$ cat config.mk
export PLATFORM = sky130hd
export DESIGN_NAME = tdm_demux16_flat
export DESIGN_NICKNAME = d
export VERILOG_FILES = /design/src/rtl/tdm_demux16_pkg.sv /design/src/rtl/tdm_demux16_if.sv /design/src/rtl/tdm_demux16.sv /design/src/flat_wrapper.sv
export SDC_FILE = /design/constraint.sdc
export NUM_CORES = 1
export LEC_CHECK = 0
export CAP_MARGIN = 20
export CORE_ASPECT_RATIO = 0.9
export CORE_MARGIN = 1
export CORE_UTILIZATION = 40
export CTS_CLUSTER_SIZE = 28
export DETAILED_ROUTE_END_ITERATION = 10
export PLACE_DENSITY_LB_ADDON = 0.1
export SYNTH_ARGS = -nofsm -noshare
export SYNTH_HDL_FRONTEND = slang
export SYNTH_SLANG_ARGS = --single-unit
$ cat constraint.sdc
create_clock -name clk -period 1.9 [get_ports clk]
set_input_delay 0.38 -clock clk [delete_from_list [all_inputs] [get_ports clk]]
set_output_delay 0.38 -clock clk [all_outputs]
set_load 0.05 [all_outputs]
$ cat src/rtl/tdm_demux16_pkg.sv
// Types and defaults shared by the TDM demultiplexer and the transmit-side serialiser.
package tdm_pkg;

  typedef enum logic {
    HUNT   = 1'b0,
    LOCKED = 1'b1
  } tdm_state_t;

  localparam int N_CH_DEFAULT       = 16;
  localparam int MISS_LIMIT_DEFAULT = 2;

endpackage

$ cat src/rtl/tdm_demux16_if.sv
// Serial-in / parallel-out bus of the TDM demultiplexer.
interface tdm_demux16_if #(
  parameter int N_CH = tdm_pkg::N_CH_DEFAULT
);

  localparam int SW = $clog2(N_CH);

  logic            din;
  logic            din_valid;
  logic            frame_sync;
  logic [N_CH-1:0] dout;
  logic            dout_valid;
  logic [SW-1:0]   slot;
  logic            locked;
  logic            sync_err;

  modport master (
    output din, din_valid, frame_sync,
    input  dout, dout_valid, slot, locked, sync_err
  );

  modport slave (
    input  din, din_valid, frame_sync,
    output dout, dout_valid, slot, locked, sync_err
  );

endinterface

$ cat src/rtl/tdm_demux16.sv
// Steers each TDM slot back to its channel and presents complete frames in parallel,
// while tracking frame alignment (hunt, lock, realign, drop after missed syncs).
module tdm_demux16
  import tdm_pkg::*;
#(
  parameter int N_CH       = N_CH_DEFAULT,
  parameter int MISS_LIMIT = MISS_LIMIT_DEFAULT
) (
  input logic         clk,
  input logic         rst_n,
  tdm_demux16_if.slave bus
);

  localparam int SW = $clog2(N_CH);
  localparam logic [SW-1:0] LAST_SLOT = SW'(N_CH - 1);
  localparam logic [2:0]    MISS_MAX  = 3'(MISS_LIMIT);

  tdm_state_t      state;
  logic [N_CH-1:0] stage;
  logic [SW-1:0]   slot_q;
  logic [2:0]      miss_cnt;
  logic [2:0]      miss_next;
  logic [N_CH-1:0] dout_q;
  logic            dout_valid_q;
  logic            locked_q;
  logic            sync_err_q;

  assign miss_next = miss_cnt + 3'd1;

  // A sync at any nonzero slot, including the last one, restarts the frame rather than completing it.
  always_ff @(posedge clk) begin
    if (!rst_n) begin
      state        <= HUNT;
      stage        <= '0;
      slot_q       <= '0;
      miss_cnt     <= '0;
      dout_q       <= '0;
      dout_valid_q <= 1'b0;
      locked_q     <= 1'b0;
      sync_err_q   <= 1'b0;
    end else begin
      dout_valid_q <= 1'b0;
      sync_err_q   <= 1'b0;
      if (bus.din_valid) begin
        case (state)
          HUNT: begin
            if (bus.frame_sync) begin
              state    <= LOCKED;
              locked_q <= 1'b1;
              stage    <= {{(N_CH-1){1'b0}}, bus.din};
              slot_q   <= SW'(1);
              miss_cnt <= '0;
            end
          end
          LOCKED: begin
            if (bus.frame_sync) begin
              if (slot_q != '0) begin
                sync_err_q <= 1'b1;
                stage      <= {{(N_CH-1){1'b0}}, bus.din};
              end else begin
                stage[0] <= bus.din;
              end
              slot_q   <= SW'(1);
              miss_cnt <= '0;
            end else if (slot_q == '0) begin
              // Flywheel through a missing sync until the limit, then give up lock.
              if (miss_next >= MISS_MAX) begin
                state    <= HUNT;
                locked_q <= 1'b0;
                stage    <= '0;
                slot_q   <= '0;
                miss_cnt <= '0;
              end else begin
                stage[0] <= bus.din;
                slot_q   <= SW'(1);
                miss_cnt <= miss_next;
              end
            end else begin
              stage[slot_q] <= bus.din;
              slot_q        <= slot_q + SW'(1);
              if (slot_q == LAST_SLOT) begin
                dout_q       <= {bus.din, stage[N_CH-2:0]};
                dout_valid_q <= 1'b1;
              end
            end
          end
          default: begin
            state    <= HUNT;
            locked_q <= 1'b0;
          end
        endcase
      end
    end
  end

  assign bus.dout       = dout_q;
  assign bus.dout_valid = dout_valid_q;
  assign bus.slot       = slot_q;
  assign bus.locked     = locked_q;
  assign bus.sync_err   = sync_err_q;

endmodule

$ cat src/flat_wrapper.sv
// flat-port wrapper written by rule: the top's interface ports become plain ports
module tdm_demux16_flat import tdm_pkg::*;
#(
  parameter int N_CH       = N_CH_DEFAULT,
  parameter int MISS_LIMIT = MISS_LIMIT_DEFAULT
)
  (clk, rst_n, bus_din, bus_din_valid, bus_frame_sync, bus_dout, bus_dout_valid, bus_slot, bus_locked, bus_sync_err);
  tdm_demux16_if #(.N_CH(N_CH)) bus_i ();
  input logic clk;
  input logic rst_n;
  input wire logic [$bits(bus_i.din)-1:0] bus_din;
  input wire logic [$bits(bus_i.din_valid)-1:0] bus_din_valid;
  input wire logic [$bits(bus_i.frame_sync)-1:0] bus_frame_sync;
  output wire logic [$bits(bus_i.dout)-1:0] bus_dout;
  output wire logic [$bits(bus_i.dout_valid)-1:0] bus_dout_valid;
  output wire logic [$bits(bus_i.slot)-1:0] bus_slot;
  output wire logic [$bits(bus_i.locked)-1:0] bus_locked;
  output wire logic [$bits(bus_i.sync_err)-1:0] bus_sync_err;
  assign bus_i.din = bus_din;
  assign bus_i.din_valid = bus_din_valid;
  assign bus_i.frame_sync = bus_frame_sync;
  assign bus_dout = bus_i.dout;
  assign bus_dout_valid = bus_i.dout_valid;
  assign bus_slot = bus_i.slot;
  assign bus_locked = bus_i.locked;
  assign bus_sync_err = bus_i.sync_err;
  tdm_demux16 #(.N_CH(N_CH), .MISS_LIMIT(MISS_LIMIT)) u_core (.clk(clk), .rst_n(rst_n), .bus(bus_i));
endmodule
# Word level (Yosys, flattened, before mapping)
# Index checks and enable logic that the tools add are counted.
word_totals:
  regBits: 43
  wordCells: 69
classes:
  n_bitwise: 5
  n_mux: 32
  n_eq_ne: 8
  magnitude_cmp: 3
  reduce_logical: 10
  n_addsub: 2
op_table:
  columns: ["cell", "n"]
  rows:
  - ["$mux 16", 3]
  - ["$pmux 16 s2", 1]
  - ["$mux 15", 2]
  - ["$bwmux 16", 1]
  - ["$mux 1", 13]
  - ["$mux 3", 4]
  - ["$mux 4", 3]
  - ["$reduce_and 5->1", 2]
  - ["$ne 2x2->1 const B", 4]
  - ["$pmux 4 s2", 1]
  - ["$reduce_and 4->1", 2]
  - ["$ne 3x3->1 const B", 2]
  - ["$pmux 3 s2", 1]
  - ["$lt 4x5->1 const B", 1]
  - ["$not 1->1", 5]
  - ["$reduce_or 5->1", 1]
  - ["$add 4x1->4 const B", 1]
  - ["$demux 1 s4", 1]
  - ["$eq 4x4->1 const B", 1]
  - ["$ge 4x1->1 const B", 1]
  - ["$logic_not 4->1", 1]
  - ["$ne 4x4->1 const B", 1]
  - ["$pmux 1 s2", 2]
  - ["$reduce_bool 4->1", 1]
  - ["other kinds (5)", 5]

# Depth between registers and ports, before layout
depth:
  depth_word: 8
  mapped_depth: 7

# Worst setup path after synthesis
# No wires, ideal clock.
synth_timing:
  kind: "reg-to-reg"
  startpoint: "register u_core.slot_q[0], in the netlist u_core.bus.slot[0]"
  endpoint: "register u_core.stage[10]"
  t_arrival_ns: 1.963
  slack_ns: -0.190
  stages_incl_launch_ff: 8
  t_required_ns: 1.773
  setup_ns: 0.127
  synth_period_minus_slack_ns: 2.090
  cell_sequence: "dfxtp_1 -> inv_1 -> ha_1 -> and4bb_2 -> nand2b_1 -> o31ai_2 -> buf_2 -> o211ai_1"
synth_between:
  elab_chain_cells: 8
  elab_cells_between_ends: 14
  classes_between: "2 x order compare; 2 x eq/ne; 6 x mux; 4 x reduce/logical"
synth_lines:
  columns: ["item", "line", "text"]
  rows:
  - ["start, declared", "tdm_demux16.sv:20", "logic [SW-1:0] slot_q;"]
  - ["start signal, assigned", "tdm_demux16.sv:80", "slot_q <= slot_q + SW'(1);"]
  - ["$lt 4x5->1 (implied by the code) or $ge 4x1->1 (tied branches)", "tdm_demux16.sv:79", "stage[slot_q] <= bus.din;"]
  - ["$logic_and 1x1->1 (implied by the code)", "tdm_demux16.sv:79", null]
  - ["$mux 1 (implied by the code)", "tdm_demux16.sv:79", null]
  - ["$demux 1 s4", null, null]
  - ["$bwmux 16", "tdm_demux16.sv:79", null]
  - ["$mux 16", "tdm_demux16.sv:65", "end else if (slot_q == '0) begin"]
  - ["$mux 16", "tdm_demux16.sv:56", "if (bus.frame_sync) begin"]
  - ["$pmux 16 s2", "tdm_demux16.sv:45", "case (state)"]
  - ["end signal, assigned", "tdm_demux16.sv:50", "stage <= {{(N_CH-1){1'b0}}, bus.din};"]
  - ["end signal, assigned", "tdm_demux16.sv:59", "stage <= {{(N_CH-1){1'b0}}, bus.din};"]
  - ["end signal, assigned by index", "tdm_demux16.sv:79", null]
  - ["end, declared", "tdm_demux16.sv:19", "logic [N_CH-1:0] stage;"]
# Parallel ways exist; a longest one is shown, timed or not.
# A chain may end at the register's enable or synchronous reset.

# Worst setup path in the final report
layout_timing:
  startpoint: "register u_core.dout_q[11], in the netlist u_core.bus.dout[11]"
  endpoint: "output bus_dout[11]"
layout_lines:
  columns: ["item", "line", "text"]
  rows:
  - ["start, declared", "tdm_demux16.sv:23", "logic [N_CH-1:0] dout_q;"]
  - ["start signal, assigned", "tdm_demux16.sv:82", "dout_q <= {bus.din, stage[N_CH-2:0]};"]
  - ["end, declared", "flat_wrapper.sv:14", "output wire logic [$bits(bus_i.dout)-1:0] bus_dout;"]
# No word-level cell between the ends.

==> impl_metrics.tcl <==
set metrics [dict create \
    status "finished, final reports clean" \
    hold_violations 0 \
    fillerInstances 487 \
    p_leak_nw 0.953 \
    yosys.cell_types.count 35 \
    insertion_delay_ns 0.29 \
    syn-cell-area_sq_mm 0.00206 \
    drive_gt1_share_pct 16.3 \
    antenna_found_initial 0 \
    setup_ws_ns 0.0814 \
    dr.pass1.iters 4 \
    min_period_ns 1.82 \
    via_per_inst 5.16 \
    num_rows 24 \
    die_w_um 77.7 \
    cts_root_buffer "clkbuf_8" \
    io_buffers 27 \
    maxCapViolCount 0 \
    worst_path_max_delay_cell "clkdlybuf4s50_1" \
    path_clk_slew_ns 0.07 \
    async_flop_share_pct 0 \
    h-tree-depth 2 \
    synth_nets 271 \
    die-area_sq_mm 0.00545 \
    hold-path-cell-count 2 \
    num_antenna_cells 0 \
    cts.sinks 42 \
    drcViolationCount 0 \
    r2r_cells 7 \
    cts_inserted_buffers 5 \
    routedWlPerCell_um 13.0 \
    start_util_pct 42.2 \
    crit_type "flip-flop to output port" \
    cts_tree "built" \
    place_inst 366 \
    crit_cells 1 \
    grt_pass1_wl_um 8360 \
    antenna_left 0 \
    final-seq-area_sq_um 843 \
    critPathTopFamily "buffers and inverters" \
    areaGrowthSynthToFinish_pct 29.8 \
    grt_max_degree 18 \
    synth_edf_count 0 \
    ir_worst_vdd_mv 0.347 \
    startpoint_type "flip-flop" \
    worstSetupEndpointType "output port" \
    power_mw 1.65 \
    ys_seq_area_share_pct 40.7 \
    slew_headroom_pct 67.0 \
    fmax_mhz 550 \
    fin_tns_setup_ns 0 \
    cts_hold_buf 0 \
    synthCells 259 \
    powerDensity_mw_per_mm2 614 \
    grt_overflow 0 \
    worstPathArrival_ns 1.44 \
    skew_ns 0.00214 \
    cp_max_fo 2 \
    grt_use_total_pct 19.7 \
    min_path_type "flip-flop to flip-flop" \
    min_period_over_period_pct 95.7 \
    nets 320 \
    max_stage_delay_ns 0.80 \
    vias 1919 \
    wirelength_um 4830 \
    holdWs_ns 0.454 \
    fp.dieH_um 70.2 \
    synth-seq-cells 42 \
    num_io_pins 28 \
    post-place-ws_ns -0.155 \
    core_area_sq_mm 0.00489 \
    path_cells "clkdlybuf4s50_1" \
    synthFlopType "dfxtp_1" \
    drtIter0Drc 100 \
    grt_pass1_vias 1764 \
    tightest_slew_ns 0.494 \
    slew_viol_final 0 \
    gp_congestion 0.803 \
    multi_input_area_sq_mm 0.00113 \
    dp_hpwl_um 3630 \
    setup_viol 0 \
    cts_buffer_depth 2 \
    syn_area_per_cell_sq_um 7.97 \
    ys_warn_count 0 \
    required_ns 1.52 \
    fin_cells 372 \
    rsz0062_at_grt "no" \
    critPathBufInv 1 \
]
[layout by cell type (no fill, tap or decap), types with 3 or more instances in the layout]
cell / instances
a21boi_0: 19
a21boi_1: 3
a21oi_1: 12
and3_1: 3
buf_4: 36
clkbuf_8: 6
clkdlybuf4s50_1: 21
dfxtp_1: 40
ha_1: 7
inv_1: 6
nand2_1: 64
nand2b_1: 5
nand3_1: 10
nand4_1: 8
nor2_1: 6
nor3_1: 3
o211ai_1: 12
o21ai_0: 13
or3_1: 6
[cells in the mapped netlist, drive strengths merged, types with 5 or more instances]
cell type	number	area, sq um
buf	9	47.6
nand3	10	50.1
nand2	64	240
nand4	8	50.1
nand2b	5	31.3
or3	6	37.5
ha	7	87.6
clkbuf	8	30.0
a21boi	22	165
a21oi	12	60.1
o211ai	12	90.1
nor2	6	22.5
o21ai	13	65.1
dfxtp	42	841
inv	6	22.5
[power breakdown]
| part | internal (mW) | leakage (nW) | switching, mW | total [mW] |
|---|---|---|---|---|
| clock | 0.280 | 0.0431 | 0.291 | 0.571 |
| sequential | 0.887 | 0.340 | 0.00752 | 0.894 |
| combinational | 0.0771 | 0.570 | 0.103 | 0.180 |
| total | 1.24 | 0.953 | 0.401 | 1.65 |
[registers in the layout, summed over array words and instances (netlist names)]
signal	count
u_core.bus.dout	16
u_core.stage	15
u_core.bus.slot	4
u_core.miss_cnt	3
u_core.bus.dout_valid	1
u_core.bus.locked	1
u_core.bus.sync_err	1
u_core.state	1
[area by class of cell]
| type | instances | share of cell area, % |
|---|---|---|
| Clock buffer | 6 | 3.08 |
| Inverter | 6 | 0.840 |
| Multi-Input combinational cell | 194 | 42.2 |
| Sequential cell | 42 | 31.5 |
| Tap cell | 65 | 3.03 |
| Timing Repair Buffer | 59 | 19.4 |
[final timing paths]
check	from	endpoint	slack [ns]
max	u_core.bus.dout[11]	bus_dout[11]	0.08
min	u_core.stage[5]	u_core.bus.dout[5]	0.45
max reg2reg	u_core.bus.slot[0]	u_core.stage[1]	0.20
min reg2reg	u_core.stage[5]	u_core.bus.dout[5]	0.45
[metal layers]
metal | part of all wire, % | track usage [%]
met1 | 51 | 26.8
met4 | 1.5 | 6.92
met3 | 3.1 | 4.05
met5 | 0 | 0
met2 | 44 | 30.7
[cells by family after synthesis]
| family | count (synthesis) | share of synthesized area, % |
|---|---|---|
| AO/OA/AOI/OAI | 64 | 20.5 |
| XOR/XNOR | 1 | 0.424 |
| adder cells (fa/ha/maj) | 7 | 4.24 |
| buffers and inverters | 23 | 4.85 |
| flip-flops | 42 | 40.7 |
| AND/OR/NAND/NOR | 122 | 29.3 |
[metrics by stage]
| stage | utilization, % | instance area, sq um |
|---|---|---|
| 6_report | 54.8 | 2680 |
| 5_1_grt | 54.8 | 2680 |
| 2_1_floorplan | - | 2070 |
| 3_3_place_gp | 52.9 | 2590 |
| 4_1_cts | 54.6 | 2670 |
| 3_5_place_dp | 52.9 | 2590 |
[timing repair]
action / 4_1_cts / 5_1_grt
endpoints found under the setup margin: 0 / 5
resized for setup: 0 / 1
buffers inserted: 0 / 0
No activity file was read; power rests on OpenSTA's default activity.
